File: src/rtl/halt_control_if.sv
// Button, CPU-halt and fed-back system clock signals between the board and the
// halt controller; slave is the controller, master is whatever drives the buttons.
interface halt_control_if;
  logic       i_btnRun;
  logic       i_btnStop;
  logic       i_btnStep;
  logic       i_cpuHalt;
  logic       i_sysClk;
  logic       o_halt;
  logic [1:0] o_state;
  logic       o_stepDone;

  modport slave (
    input  i_btnRun, i_btnStop, i_btnStep, i_cpuHalt, i_sysClk,
    output o_halt, o_state, o_stepDone
  );

  modport master (
    output i_btnRun, i_btnStop, i_btnStep, i_cpuHalt, i_sysClk,
    input  o_halt, o_state, o_stepDone
  );
endinterface

File: src/rtl/halt_control.sv
// Run/stop/single-step controller gating the system clock divider from
// debounced front-panel buttons.
//
// state     | meaning
// HALTED    | system clock stopped, waiting for run or step
// RUN       | system clock free-running
// STEP_RISE | clock released, waiting for one i_sysClk rising edge
// STEP_FALL | high phase in progress, halt after the following falling edge
module halt_control #(
  parameter int DEBOUNCE_CYCLES = 50000,
  parameter bit START_RUNNING   = 1'b0
) (
  input logic           i_clk,
  input logic           i_rst,
  halt_control_if.slave bus
);
  typedef enum logic [1:0] {
    HALTED    = 2'b00,
    RUN       = 2'b01,
    STEP_RISE = 2'b10,
    STEP_FALL = 2'b11
  } state_t;

  localparam state_t      RESET_STATE = START_RUNNING ? RUN : HALTED;
  localparam logic [15:0] DB_LAST     = 16'(DEBOUNCE_CYCLES - 1);
  localparam int          B_RUN       = 0;
  localparam int          B_STOP      = 1;
  localparam int          B_STEP      = 2;

  logic [2:0]  btn_raw;
  logic [2:0]  sync1_q, sync1_d;
  logic [2:0]  sync2_q, sync2_d;
  logic [2:0]  deb_q, deb_d;
  logic [2:0]  press_q, press_d;
  logic [15:0] cnt_q [3];
  logic [15:0] cnt_d [3];
  logic        sys_q, sys_d;
  logic        sys_rise, sys_fall;
  state_t      state_q, state_d;
  logic        halt_q, halt_d;
  logic        step_done_q, step_done_d;

  assign btn_raw = {bus.i_btnStep, bus.i_btnStop, bus.i_btnRun};

  always_comb begin
    sync1_d = btn_raw;
    sync2_d = sync1_q;
    deb_d   = deb_q;
    for (int i = 0; i < 3; i++) begin
      cnt_d[i] = cnt_q[i];
      if (sync2_q[i] == deb_q[i]) begin
        cnt_d[i] = '0;
      end else if (cnt_q[i] == DB_LAST) begin
        deb_d[i] = ~deb_q[i];
        cnt_d[i] = '0;
      end else begin
        cnt_d[i] = cnt_q[i] + 16'd1;
      end
    end
    press_d = deb_d & ~deb_q;
  end

  assign sys_d    = bus.i_sysClk;
  assign sys_rise = bus.i_sysClk & ~sys_q;
  assign sys_fall = ~bus.i_sysClk & sys_q;

  always_comb begin
    state_d     = state_q;
    step_done_d = 1'b0;
    case (state_q)
      HALTED: begin
        if (press_q[B_STOP]) begin
          state_d = HALTED;
        end else if (!bus.i_cpuHalt) begin
          if (press_q[B_RUN]) begin
            state_d = RUN;
          end else if (press_q[B_STEP]) begin
            state_d = STEP_RISE;
          end
        end
      end
      RUN: begin
        if (press_q[B_STOP] || bus.i_cpuHalt) state_d = HALTED;
      end
      STEP_RISE: begin
        if (press_q[B_STOP]) begin
          state_d = HALTED;
        end else if (sys_rise) begin
          state_d = STEP_FALL;
        end
      end
      STEP_FALL: begin
        if (press_q[B_STOP]) begin
          state_d = HALTED;
        end else if (sys_fall) begin
          state_d     = HALTED;
          step_done_d = 1'b1;
        end
      end
      default: state_d = HALTED;
    endcase
    // registered alongside the state so o_halt always equals a decode of state_q
    halt_d = (state_d == HALTED);
  end

  always_ff @(posedge i_clk or posedge i_rst) begin
    if (i_rst) begin
      sync1_q     <= '0;
      sync2_q     <= '0;
      deb_q       <= '0;
      press_q     <= '0;
      for (int i = 0; i < 3; i++) cnt_q[i] <= '0;
      sys_q       <= 1'b0;
      state_q     <= RESET_STATE;
      halt_q      <= !START_RUNNING;
      step_done_q <= 1'b0;
    end else begin
      sync1_q     <= sync1_d;
      sync2_q     <= sync2_d;
      deb_q       <= deb_d;
      press_q     <= press_d;
      for (int i = 0; i < 3; i++) cnt_q[i] <= cnt_d[i];
      sys_q       <= sys_d;
      state_q     <= state_d;
      halt_q      <= halt_d;
      step_done_q <= step_done_d;
    end
  end

  assign bus.o_state    = state_q;
  assign bus.o_halt     = halt_q;
  assign bus.o_stepDone = step_done_q;
endmodule

File: src/flat_wrapper.sv
// flat-port wrapper written by rule: the top's interface ports become plain ports
module halt_control_flat 
#(
  parameter int DEBOUNCE_CYCLES = 50000,
  parameter bit START_RUNNING   = 1'b0
)
  (i_clk, i_rst, bus_i_btnRun, bus_i_btnStop, bus_i_btnStep, bus_i_cpuHalt, bus_i_sysClk, bus_o_halt, bus_o_state, bus_o_stepDone);
  halt_control_if bus_i ();
  input logic i_clk;
  input logic i_rst;
  input wire logic [$bits(bus_i.i_btnRun)-1:0] bus_i_btnRun;
  input wire logic [$bits(bus_i.i_btnStop)-1:0] bus_i_btnStop;
  input wire logic [$bits(bus_i.i_btnStep)-1:0] bus_i_btnStep;
  input wire logic [$bits(bus_i.i_cpuHalt)-1:0] bus_i_cpuHalt;
  input wire logic [$bits(bus_i.i_sysClk)-1:0] bus_i_sysClk;
  output wire logic [$bits(bus_i.o_halt)-1:0] bus_o_halt;
  output wire logic [$bits(bus_i.o_state)-1:0] bus_o_state;
  output wire logic [$bits(bus_i.o_stepDone)-1:0] bus_o_stepDone;
  assign bus_i.i_btnRun = bus_i_btnRun;
  assign bus_i.i_btnStop = bus_i_btnStop;
  assign bus_i.i_btnStep = bus_i_btnStep;
  assign bus_i.i_cpuHalt = bus_i_cpuHalt;
  assign bus_i.i_sysClk = bus_i_sysClk;
  assign bus_o_halt = bus_i.o_halt;
  assign bus_o_state = bus_i.o_state;
  assign bus_o_stepDone = bus_i.o_stepDone;
  halt_control #(.DEBOUNCE_CYCLES(DEBOUNCE_CYCLES), .START_RUNNING(START_RUNNING)) u_core (.i_clk(i_clk), .i_rst(i_rst), .bus(bus_i));
endmodule
File: config.mk
export PLATFORM = sky130hd
export DESIGN_NAME = halt_control_flat
export DESIGN_NICKNAME = d
export VERILOG_FILES = /design/src/rtl/halt_control_if.sv /design/src/rtl/halt_control.sv /design/src/flat_wrapper.sv
export SDC_FILE = /design/constraint.sdc
export NUM_CORES = 1
export LEC_CHECK = 0
export ABC_CLOCK_PERIOD_IN_PS = 2300
export CORE_MARGIN = 1
export CORE_UTILIZATION = 55
export CTS_CLUSTER_DIAMETER = 100
export CTS_CLUSTER_SIZE = 24
export DETAILED_ROUTE_END_ITERATION = 8
export GPL_TIMING_DRIVEN = 0
export MAX_ROUTING_LAYER = met4
export PLACE_DENSITY = 0.73
export SYNTH_ARGS = -nofsm -noshare
export SYNTH_HDL_FRONTEND = slang
export SYNTH_SLANG_ARGS = --single-unit
File: constraint.sdc
create_clock -name i_clk -period 2.3 [get_ports i_clk]
set_input_delay 0.23 -clock i_clk [delete_from_list [all_inputs] [get_ports i_clk]]
set_output_delay 0.23 -clock i_clk [all_outputs]
set_load 0.05 [all_outputs]
==> results.py, run 1 <==
metrics = {
    "clock_tree": {
        "cts_made_buffers": 9,
        "clockRootBuffer": "clkbuf_8",
        "ctsResizeCount": 0,
        "tritoncts": "yes",
        "ctsHoldBuffers": 0,
        "post_cts_buffers": 0,
        "cts_max_level": 3,
        "clock_latency_ps": 340,
        "clk_path_buf_depth": 2,
        "clock-sinks": 65,
        "clk_pin_slew_ps": 80,
    },
    "synth": {
        "synth_nets": 285,
        "synthSimpleGateAreaFrac_pct": 25.6,
        "synth-xor-area-share_pct": 12.5,
        "synthMuxAreaShare_pct": 1.14,
        "avgSynthCellArea_um2": 10.7,
        "synth_top_family_by_area": "simple AND/OR/NAND/NOR gates",
        "synth_edf_count": 0,
        "ys_ff_latch": 65,
        "synth.distinct_cells": 39,
        "async_reset_ff_share_pct": 100,
        "synth_compound_area_share_pct": 3.01,
        "synthAdderAreaFrac_pct": 1.27,
        "yosysSeqAreaShare_pct": 55.2,
        "synth_area_mm2": 0.00295,
        "syn_inst": 275,
        "synth_flop_cell": "dfrtp_1",
        "yosysWarnings": 0,
    },
    "floorplanning": {
        "die_w_um": 75.3,
        "die_height_um": 75.3,
        "coreArea_mm2": 0.00514,
        "io-pin-count": 11,
        "dieArea_mm2": 0.00566,
        "rows": 26,
        "start_util_pct": 57.4,
    },
    "detailed_routing": {
        "via_count": 2005,
        "first_pass_iters": 4,
        "drc_errors": 0,
        "wl_per_cell_um": 13.5,
        "route.antenna.remaining_nets": 0,
        "viasPerCell": 5.39,
        "drt-total-wl_mm": 5.04,
        "drt_iter0_drc": 61,
    },
    "cells_and_area": {
        "layout_common_cells": "dfrtp_1 (64), nor2_1 (51), xnor2_1 (24)",
        "nNetsFinal": 307,
        "syn_to_final_growth_pct": 13.2,
        "fillers": 441,
        "final_util_pct": 65.0,
        "drive_gt1_share_pct": 9.27,
        "final_common_cell": "dfrtp_1",
        "diodes": 0,
        "fin_cells": 372,
    },
    "power": {
        "peakVddDrop_mv": 0.409,
        "total_power_mw": 2.14,
        "p_per_area_mw_per_mm2": 640,
        "total_leakage_power_nw": 1.42,
    },
    "timing": {
        "skew_ps": 9.99,
        "setup_violations": 0,
        "fin_crit_ps": 2030,
        "worstMarginPinSlew_ps": 664,
        "timing.fmax_mhz": 492,
        "holdWs_ps": 298,
        "min_period_over_period_pct": 88.4,
        "tns_ps": 0,
        "rsz0062_at_grt": "false",
        "slew_headroom_pct": 55.6,
        "hold_viol": 0,
        "drv_slew": 0,
    },
    "placed_design": {
        "io_buffers": 10,
        "dpl.cell_count": 356,
        "place_hpwl_mm": 3.40,
        "place.gp.congestion": 0.836,
    },
    "global_route": {
        "grt_max_degree": 34,
        "grt_pass1_vias": 1885,
        "antenna_found_initial": 0,
        "grtUsageTotal_pct": 21.7,
        "grt-ovfl-total": 0,
        "grt_pass1_wl_mm": 8.61,
    },
    "job": {
        "cap_violations": 0,
    },
    "worst_setup_path": {
        "path_max_fanout": 10,
        "crit_family": "simple AND/OR/NAND/NOR gates",
        "crit_path_start_kind": "register",
        "crit_slowest_cell": "dfrtp_1",
        "cp-end-kind": "register",
        "cp.required_ps": 2510,
        "crit_chain": "ha_1, nand3_1, nand4b_1, nand2_1, clkbuf_1, nor2_1",
        "worst-path-buf-inv": 1,
        "crit_type": "reg2reg",
        "crit_arrival_ps": 2250,
        "slowest_delay_ps": 380,
    },
    "hold_path": {
        "hp-class": "in2async",
    },
    "status": {
        "status": "completed",
    },
}
## layout make-up
cell class | count | area [µm²] | area share, %
clock buffers | 9 | 124 | 3.71
multi-input cells | 200 | 1280 | 38.4
flip-flops and latches | 65 | 1630 | 48.7
plain buffers | 4 | 16.3 | 0.487
repair buffers | 11 | 120 | 3.59
inverters | 6 | 22.5 | 0.674
clock inverters | 7 | 58.8 | 1.76
well taps | 70 | 87.6 | 2.62
## final timing paths
check	start	end	slack, ps	depth (start not counted)
max	u_core.cnt_q[16]	u_core.cnt_q[30]	270	6
min	i_rst	u_core.sync1_q[0]	300	2
max reg2reg	u_core.cnt_q[16]	u_core.cnt_q[30]	270	6
min reg2reg	u_core.sync1_q[1]	u_core.sync2_q[1]	350	0
max in group asynchronous	i_rst	u_core.cnt_q[44]	1390	3
min in group i_clk	bus_i_btnStep	u_core.sync1_q[2]	320	1
## synth_stat cells (2+ instances only)
cell type	instances	area, µm²
a21oi_1	4	20.0
and2_1	2	12.5
and3_1	7	43.8
and4_1	3	26.3
clkbuf_1	3	11.3
dfrtp_1	64	1600
ha_1	3	37.5
inv_1	6	22.5
mux2_2	3	33.8
nand2_1	14	52.6
nand3_1	14	70.1
nand4_1	12	75.1
nor2_1	51	191
nor2b_1	2	12.5
nor3_1	6	30.0
nor3b_1	2	15.0
nor4_1	10	62.6
nor4b_1	3	26.3
nor4bb_1	3	30.0
o21ai_0	2	10.0
o31ai_1	2	15.0
or4_1	2	15.0
xnor2_1	24	210
xor2_1	18	158
## metrics by stage
stage	worst slack (ps)	area (µm²)
CTS	263	3340
global placement	-595	3140
detailed placement	283	3160
global route	31.3	3340
floorplan	445	2950
finish	267	3340
## state kept, by name, summed over array words and instances (netlist names)
| signal | count |
|---|---|
| u_core.sync1_q | 3 |
| u_core.sys_q | 1 |
| u_core.bus.o_halt | 1 |
| u_core.cnt_q | 48 |
| u_core.bus.o_state | 2 |
| u_core.deb_q | 3 |
| u_core.sync2_q | 3 |
| u_core.bus.o_stepDone | 1 |
| u_core.press_q | 3 |
## cell families after synthesis
family	count (synthesis)
AO/OA/AOI/OAI	11
XOR/XNOR	42
buffers and inverters	10
multiplexers	3
AND/OR/NAND/NOR	141
flip-flops	65
adder cells (fa/ha/maj)	3
## report_power, final
group | internal, mW | switching [mW]
Sequential | 1.16 | 0.0146
Combinational | 0.0300 | 0.0474
Clock | 0.407 | 0.480
Total | 1.60 | 0.542
## metal layers
metal	share of wire (%)	GRT usage, %
met5	0	-
met4	0.99	6.38
met3	3.7	8.03
met2	49	32.2
met1	47	27.9
Power figures use the tool's default switching activity.
==> inputs of run 2 (changes only) <==
ABC_CLOCK_PERIOD_IN_PS = unset   (was 2300)
clock period = 1.9 ns   (was 2.3 ns; I/O delays follow)
==> run 2 against run 1 <==
Via count up 0.60%. Cell count rose by 0.81%. Sequential share of layout area fell by 0.97 points. Wire length rose by 2.1%. Die area is the same. Sequential power rose by 20%. Clock-buffer cell count stayed put. Register-to-register slack worse by 170 ps. Global-route usage barely moved. Design area up 2.0%. Hold slack worse by 38 ps. Critical endpoint is now bus_o_state[1]. Largest power group unchanged.
==> results.py, run 2 (synthesized netlist as in run 1, its figures left out) <==
metrics = {
    "placed_design": {
        "place_hpwl_mm": 3.40,
        "io_buffers": 10,
        "placed_area_mm2": 0.00316,
        "place.gp.congestion": 0.836,
    },
    "cells_and_area": {
        "largest-register": "u_core.cnt_q",
        "syn_to_final_growth_pct": 15.5,
        "nNetsFinal": 310,
        "final_common_cell": "dfrtp_1",
        "largest_reg_flops": 48,
        "final_util_pct": 66.3,
        "layout_common_cells": "dfrtp_1 (64), nor2_1 (51), xnor2_1 (24)",
        "diodes": 0,
        "drive_gt1_share_pct": 12.5,
        "final_area_mm2": 0.00341,
    },
    "worst_setup_path": {
        "reg2reg_depth": 5,
        "worst-path-buf-inv": 1,
        "slowest_delay_ps": 830,
        "path_max_fanout": 6,
        "cp.depth": 1,
        "crit_path_start_kind": "register",
        "crit_slowest_cell": "clkdlybuf4s50_1",
        "cp.required_ps": 1710,
        "r2r_end": "u_core.cnt_q[13]",
        "cp-end-kind": "primary output",
        "reg2reg_slack_ps": 100,
        "crit_family": "buffers and inverters",
        "crit_type": "reg2out",
        "crit_chain": "clkdlybuf4s50_1",
        "r2r-start": "u_core.cnt_q[13]",
        "crit_arrival_ps": 1610,
    },
    "clock_tree": {
        "cts_max_level": 3,
        "clk_pin_slew_ps": 80,
        "clockRootBuffer": "clkbuf_8",
        "clock_latency_ps": 340,
        "clock-sinks": 65,
        "tritoncts": "yes",
        "clk_path_buf_depth": 2,
        "cts_made_buffers": 9,
    },
    "floorplanning": {
        "start_util_pct": 57.4,
        "die_w_um": 75.3,
        "die_height_um": 75.3,
        "coreArea_mm2": 0.00514,
        "rows": 26,
        "dieArea_mm2": 0.00566,
        "io-pin-count": 11,
    },
    "detailed_routing": {
        "drc_errors": 0,
        "wl_per_cell_um": 13.7,
        "drt-total-wl_mm": 5.14,
        "first_pass_iters": 4,
        "viasPerCell": 5.38,
        "route.antenna.remaining_nets": 0,
        "via_count": 2017,
        "drt_iter0_drc": 86,
    },
    "timing": {
        "worstMarginPinSlew_ps": 664,
        "drv_slew": 0,
        "hold_viol": 0,
        "min_period_over_period_pct": 94.7,
        "setup_violations": 0,
        "slew_headroom_pct": 55.7,
        "timing.fmax_mhz": 556,
        "fin_crit_ps": 1800,
        "rsz0062_at_grt": "false",
        "tns_ps": 0,
        "skew_ps": 8.82,
    },
    "global_route": {
        "grt_pass1_vias": 1887,
        "grt-ovfl-total": 0,
        "antenna_found_initial": 0,
        "grtUsageTotal_pct": 21.6,
        "grt_max_degree": 34,
        "grt_pass1_wl_mm": 8.60,
    },
    "power": {
        "total_leakage_power_nw": 1.46,
        "p_per_area_mw_per_mm2": 761,
        "peakVddDrop_mv": 0.468,
    },
    "job": {
        "cap_violations": 0,
    },
    "hold_path": {
        "hp-class": "in2async",
    },
    "status": {
        "status": "completed",
    },
}
[run 2: how the worst max path moves through the flow]
stage	slack, ps	start	endpoint
finish	100	u_core.bus.o_state[1]	bus_o_state[1]
floorplan	90	i_rst	u_core.bus.o_state[0]
detailed placement	-120	u_core.cnt_q[16]	u_core.cnt_q[30]
global route	6	u_core.cnt_q[13]	u_core.cnt_q[7]
global placement	-960	i_rst	u_core.cnt_q[4]
CTS	20	u_core.cnt_q[16]	u_core.cnt_q[30]
[run 2: final cells by class]
type	instances	area [µm²]
inverters	6	22.5
flip-flops and latches	65	1630
multi-input cells	200	1320
well taps	70	87.6
plain buffers	4	25.0
fillers	424	1730
clock inverters	7	58.8
clock buffers	9	124
repair buffers	14	145
[run 2: routing by layer]
| layer | routed length, µm | global-route usage [%] | vias up |
|---|---|---|---|
| li1 | - | - | 1016 |
| met1 | 2360 | 27.6 | 968 |
| met2 | 2570 | 32.4 | 31 |
| met3 | 188 | 8.03 | 2 |
| met4 | 23 | 6.38 | 0 |
| met5 | 0 | - | - |
[run 2: where the power goes]
group	internal [mW]	total, mW	switching [mW]
registers	1.41	1.42	0.0180
clock network	0.493	1.07	0.579
logic	0.0411	0.100	0.0589
[run 2: what timing repair did]
action,CTS,global route
hold buffers,0,0
buffers inserted,0,3
pin swaps,1,2
gates resized for setup,3,9
hold endpoints to repair,0,0
setup endpoints to repair,21,32
gates cloned,0,0
[run 2: stage by stage]
| step | instances | setup WS (ps) | hold slack, ps | power (mW) |
|---|---|---|---|---|
| after detailed placement | 356 | -117 | 338 | 1.55 |
| after global routing | 375 | 6.07 | 262 | 2.72 |
| after CTS | 372 | 15.5 | 261 | 2.63 |
| after floorplan | 275 | 85.2 | 221 | 1.51 |
| final | 375 | 100 | 261 | 2.59 |
| after global placement | 355 | -955 | 333 | 1.54 |
